**src/rtl/fixed_point_pkg.sv**
```systemverilog
// Shared helpers for the fixed-point mean-square stage: saturation limits and
// the widths of the squared sample and the window accumulator.
package fixed_point_pkg;

  function automatic logic [63:0] fp_sat_max(input int wi, input int wf);
    return (64'd1 << (wi + wf - 1)) - 64'd1;
  endfunction

  function automatic int sq_width(input int w);
    return 2 * w;
  endfunction

  // N squares of 2w bits each fit in 2w+log2n bits, so the sum never wraps.
  function automatic int acc_width(input int w, input int log2n);
    return 2 * w + log2n;
  endfunction

endpackage

```
**src/rtl/comb_FixedPointZoom.sv**
```systemverilog
// Combinational signed fixed-point reformatter: Q(WII).(WIF) -> Q(WOI).(WOF)
// with optional round-half-up and saturation, flagging out-of-range results.
module comb_FixedPointZoom
  import fixed_point_pkg::*;
#(
  parameter int WII   = 8,
  parameter int WIF   = 8,
  parameter int WOI   = 8,
  parameter int WOF   = 8,
  parameter bit ROOF  = 1'b1,
  parameter bit ROUND = 1'b1
) (
  input  logic [WII+WIF-1:0] in,
  output logic [WOI+WOF-1:0] out,
  output logic               upflow,
  output logic               downflow
);

  localparam int WIN = WII + WIF;
  localparam int WT  = WII + WOF + 1;  // one spare integer bit absorbs the rounding carry
  localparam int WO  = WOI + WOF;

  logic signed [WT-1:0] tmp;

  generate
    if (WIF > WOF) begin : g_drop
      localparam int D = WIF - WOF;
      localparam logic signed [WIN:0] HALF = ROUND ? ((WIN+1)'(1) << (D - 1)) : {(WIN+1){1'b0}};
      logic signed [WIN:0] ext;
      always_comb begin
        ext = $signed({in[WIN-1], in}) + HALF;
        tmp = WT'(ext >>> D);
      end
    end else if (WIF == WOF) begin : g_keep
      always_comb tmp = $signed({in[WIN-1], in});
    end else begin : g_pad
      always_comb tmp = $signed({in[WIN-1], in, {(WOF-WIF){1'b0}}});
    end

    if (WT > WO) begin : g_narrow
      localparam logic signed [WT-1:0] MAXV = WT'(fp_sat_max(WOI, WOF));
      localparam logic signed [WT-1:0] MINV = ~MAXV;
      always_comb begin
        upflow   = (tmp > MAXV);
        downflow = (tmp < MINV);
        if (ROOF && upflow) begin
          out = MAXV[WO-1:0];
        end else if (ROOF && downflow) begin
          out = MINV[WO-1:0];
        end else begin
          out = tmp[WO-1:0];
        end
      end
    end else begin : g_wide
      always_comb begin
        upflow   = 1'b0;
        downflow = 1'b0;
        out      = WO'(tmp);
      end
    end
  endgenerate

endmodule

```
**src/rtl/fixed_point_mean_square.sv**
```systemverilog
// Streaming mean of squares over windows of 2**LOG2N valid samples; the result
// feeds a fixed-point square root so that sqrt(out) is the window RMS.
module fixed_point_mean_square
  import fixed_point_pkg::*;
#(
  parameter int WII   = 8,
  parameter int WIF   = 8,
  parameter int WOI   = 8,
  parameter int WOF   = 8,
  parameter int LOG2N = 2,
  parameter bit ROOF  = 1'b1,
  parameter bit ROUND = 1'b1
) (
  input  logic                 clk,
  input  logic                 rst,
  input  logic                 i_en,
  input  logic                 clr,
  input  logic [WII+WIF-1:0]   in,
  output logic                 o_en,
  output logic [WOI+WOF-1:0]   out,
  output logic                 upflow
);

  localparam int W    = WII + WIF;
  localparam int SQW  = sq_width(W);
  localparam int ACCW = acc_width(W, LOG2N);
  localparam int WO   = WOI + WOF;
  localparam logic [LOG2N:0] LAST = (LOG2N+1)'((1 << LOG2N) - 1);

  logic [W-1:0]    mag;
  logic [SQW-1:0]  sq;
  logic            v1;
  logic            c1;
  logic [ACCW-1:0] acc;
  logic [ACCW-1:0] base_acc;
  logic [ACCW-1:0] sum;
  logic [LOG2N:0]  cnt;
  logic [LOG2N:0]  base_cnt;
  logic [SQW-1:0]  mean;
  logic            m_v;
  logic [2*W:0]    zoom_in;
  logic [WO-1:0]   zoom_out;
  logic            zoom_up;
  logic            downflow_unused;

  // |in| as unsigned; the most negative input maps to 2^(W-1) without overflow.
  always_comb mag = in[W-1] ? (~in + W'(1)) : in;

  always_ff @(posedge clk) begin
    if (!rst) begin
      sq <= {SQW{1'b0}};
      v1 <= 1'b0;
      c1 <= 1'b0;
    end else begin
      sq <= SQW'(mag) * SQW'(mag);
      v1 <= i_en;
      c1 <= clr;
    end
  end

  // A clear restarts the window underneath the sample arriving with it.
  always_comb begin
    base_acc = c1 ? {ACCW{1'b0}} : acc;
    base_cnt = c1 ? {(LOG2N+1){1'b0}} : cnt;
    sum      = base_acc + ACCW'(sq);
  end

  always_ff @(posedge clk) begin
    if (!rst) begin
      acc  <= {ACCW{1'b0}};
      cnt  <= {(LOG2N+1){1'b0}};
      mean <= {SQW{1'b0}};
      m_v  <= 1'b0;
    end else begin
      m_v <= 1'b0;
      if (v1 && (base_cnt == LAST)) begin
        mean <= SQW'(sum >> LOG2N);
        m_v  <= 1'b1;
        acc  <= {ACCW{1'b0}};
        cnt  <= {(LOG2N+1){1'b0}};
      end else if (v1) begin
        acc <= sum;
        cnt <= base_cnt + (LOG2N+1)'(1);
      end else begin
        acc <= base_acc;
        cnt <= base_cnt;
      end
    end
  end

  // The mean is non-negative, so a zero sign bit makes it a valid signed word.
  always_comb zoom_in = {1'b0, mean};

  comb_FixedPointZoom #(
    .WII   (2 * WII + 1),
    .WIF   (2 * WIF),
    .WOI   (WOI),
    .WOF   (WOF),
    .ROOF  (ROOF),
    .ROUND (ROUND)
  ) u_zoom (
    .in       (zoom_in),
    .out      (zoom_out),
    .upflow   (zoom_up),
    .downflow (downflow_unused)
  );

  always_ff @(posedge clk) begin
    if (!rst) begin
      o_en   <= 1'b0;
      out    <= {WO{1'b0}};
      upflow <= 1'b0;
    end else begin
      o_en   <= m_v;
      out    <= zoom_out;
      upflow <= zoom_up;
    end
  end

endmodule

```
**config.mk**
```make
export PLATFORM = sky130hd
export DESIGN_NAME = fixed_point_mean_square
export DESIGN_NICKNAME = d
export VERILOG_FILES = /design/src/rtl/fixed_point_pkg.sv /design/src/rtl/comb_FixedPointZoom.sv /design/src/rtl/fixed_point_mean_square.sv
export SDC_FILE = /design/constraint.sdc
export NUM_CORES = 1
export LEC_CHECK = 0
export BUFFER_PORTS_ARGS = -buffer_cell sky130_fd_sc_hd__buf_2
export CAP_MARGIN = 20
export CORE_ASPECT_RATIO = 1.2
export CORE_MARGIN = 8
export CORE_UTILIZATION = 32
export CTS_CLUSTER_SIZE = 30
export DETAILED_ROUTE_END_ITERATION = 8
export HOLD_SLACK_MARGIN = 0.06
export RECOVER_POWER = 25
export SYNTH_ARGS = -nofsm -noshare
export SYNTH_HDL_FRONTEND = slang
export SYNTH_SLANG_ARGS = --single-unit
```
**constraint.sdc**
```tcl
create_clock -name clk -period 9.2 [get_ports clk]
set_clock_uncertainty 0.15 [all_clocks]
set_input_delay 1.84 -clock clk [delete_from_list [all_inputs] [get_ports clk]]
set_output_delay 1.84 -clock clk [all_outputs]
set_load 0.02 [all_outputs]
```
==> impl_metrics.yaml <==
timing:
  final.period_utilization_pct: 95.7
  setup_viol: 0
  period_needed_ps: 8810
  worst_pin_slew_ps: 1370
  hold_viol_final: 0
  slew_viol_final: 0
  hold-worst-slack_ps: 284
  tns_ps: 0
  clock.fmax_mhz: 114
  slew_headroom_pct: 8.71
  rsz0062_at_grt: "false"
clock_tree:
  root_buffer: "clkbuf_16"
  cts.clk_slew.worst_paths_ps: 60
  cts_max_level: 4
  clkLatencyLatePin_ps: 410
  cts_resized: 0
  cts_made_buffers: 17
  clock_path_buffers: 2
  ctsHoldBuffers: 0
  post-cts-setup-buffers: 0
  cts_tree: "built"
  clock-sinks: 114
setup_path:
  rrSetupSlack_ps: 5450
  cp.arrival_ps: 9000
  cp_data_required_time_ps: 9390
  end_kind: "flop"
  crit_type: "in2reg"
  reg2reg_depth: 11
  rr_endpoint: "acc[30]"
  critical_path.max_fanout: 5
  r2r-start: "c1"
  cp-start-kind: "input port"
global_route:
  antenna_found_initial: 0
  grt_pass1_vias: 11100
  grt_start_max_net_pins: 54
  overflow: 0
  grt_pass1_wl_um: 54700
  grt_usage_pct: 13.5
floorplanning:
  die_y_um: 240
  die_area_sq_um: 48800
  ios: 38
  initial_utilization_pct: 32.3
  core-area_sq_um: 41600
  rows: 82
  fp.dieW_um: 203
cells_and_area:
  area_growth_pct: 12.2
  fill_cells: 4293
  diodes: 0
  drive_above_1_share_pct: 7.73
  nNetsFinal: 1934
run_status:
  status: "completed"
logic_synthesis:
  yosys_register_bits: 114
  synth_edf_count: 0
  synth.top_cell.area_share_pct: 24.6
  avgSynthCellArea_sq_um: 8.61
  yosysWarnings: 0
  synthFlopType: "dfxtp_1"
  yosys-top-cells-area: "fa_1 (25%), dfxtp_1 (17%), ha_1 (12%)"
  synth_area_sq_um: 13400
  syn_inst: 1559
  async_flop_share_pct: 0
  post-synth-top-area-cell: "fa_1"
  seq_area_frac_synth_pct: 17.0
  synthDistinctLibCells: 78
routing:
  drt_iter0_drc: 647
  antenna_left: 0
  via_count: 10500
  viasPerCell: 4.84
  drc: 0
  first_pass_iters: 5
  wirelength_um: 32300
  wire_per_inst_um: 14.8
min_path:
  min_from: "m_v"
  hold_path.class: "reg2reg"
  hold_end: "o_en"
  hold-path-cell-count: 1
placement:
  io_buffers: 37
  place_hpwl_um: 26700
  gp_congestion: 0.881
flow_run:
  maxCapViolations: 0
==> how the worst max path moves through the flow <==
stage / startpoint / to
6_report: in[1] / sq[30]
5_1_grt: in[1] / sq[30]
4_1_cts: in[1] / sq[30]
3_5_place_dp: in[1] / sq[30]
3_3_place_gp: in[1] / sq[30]
2_1_floorplan: in[0] / sq[30]
==> metrics by stage <==
stage / setup slack, ps / util [%] / cell area, sq um / cells
finish: 393 / 36.2 / 15100 / 2177
global placement: 111 / 34.9 / 14500 / 2145
global route: 42.0 / 36.2 / 15100 / 2177
floorplan: 48.4 / - / 13500 / 1569
detailed placement: -10.4 / 34.9 / 14500 / 2145
CTS: 404 / 36.3 / 15100 / 2177
==> critical path, cell delays in order <==
cell,delay [ps]
buf_2,120
inv_1,90
ha_1,170
or4b_1,490
o41ai_1,320
xor2_1,270
clkinv_1,190
nand2_1,170
fa_1,470
fa_1,540
inv_1,50
fa_1,530
fa_1,440
fa_1,540
inv_1,50
fa_1,520
inv_1,40
ha_1,350
and2_1,180
a41o_1,250
o2111ai_1,340
a21oi_1,180
o41a_1,420
a31oi_1,220
mux2i_1,190
==> sequential cells by signal (all words and copies together), names as in the netlist <==
name and count:
mean 25, out 16, sq 31, m_v 1
cnt 3, v1 1, upflow 1, c1 1
acc 34, o_en 1
==> cells in the mapped netlist, types with 7 or more instances <==
library cell	number
inv_1	238
xnor2_1	43
clkbuf_1	53
xor2_1	38
nand2_1	133
a21oi_1	78
a21o_1	37
and3_1	14
a211o_1	7
nor2_1	144
o21a_1	15
a31oi_1	13
nand4_1	15
nor3_1	26
fa_1	165
mux2i_1	26
a211oi_1	12
o21ai_0	40
nor2b_1	39
and2_1	12
a22o_1	13
dfxtp_1	114
nand3_1	30
nand2b_1	12
ha_1	131
==> cells by family after synthesis <==
group | Yosys count | share of synthesized area [%]
AND/OR/NAND/NOR | 457 | 16.0
flip-flops | 114 | 17.0
adder cells (fa/ha/maj) | 296 | 36.8
multiplexers | 30 | 2.27
other | 2 | 0.0560
buffers and inverters | 303 | 8.48
AO/OA/AOI/OAI | 275 | 13.9
XOR/XNOR | 82 | 5.49
==> layout make-up <==
type,count,area [sq um],area share (%)
Inverter,246,925,6.14
Clock buffer,17,425,2.82
Clock inverter,15,170,1.13
Multi-Input combinational cell,1152,10000,66.7
Sequential cell,114,2280,15.2
Tap cell,546,683,4.54
Timing Repair Buffer,87,533,3.54
==> per-layer routing <==
layer	up-vias	part of all wire, %	GRT usage, %
li1	5239	-	-
met1	5067	45	16.0
met2	185	50	25.1
met3	41	3.0	1.54
met4	0	2.2	3.98
met5	-	0	0
==> layout by cell type, fill, tap and decap left out, types with 5 or more instances in the layout <==
cell type and instances:
fa_1 165, nand3_1 30, buf_4 49, nor3_1 26, nand4_1 15, mux2i_1 26
a21oi_1 77, a21o_1 37, clkbuf_16 17, clkbuf_1 20, o21ai_0 40, conb_1 12
a211oi_1 12, nor2_1 144, buf_2 18, o31ai_1 6, dfxtp_1 113, inv_6 7
nor2b_1 39, o21a_1 15, a31oi_1 13, and3_1 14, nand2_1 133, nand3b_1 6
o21bai_1 5, nand2b_1 12, xnor2_1 43, a211o_1 7, xor2_1 38, or3_1 5
ha_1 131, a22o_1 13, and2_1 10, inv_1 238, clkinv_1 5
Power is left out: the tool's default activity adds up to more than one toggle a clock period on the data nets, which glitch-free logic cannot reach.
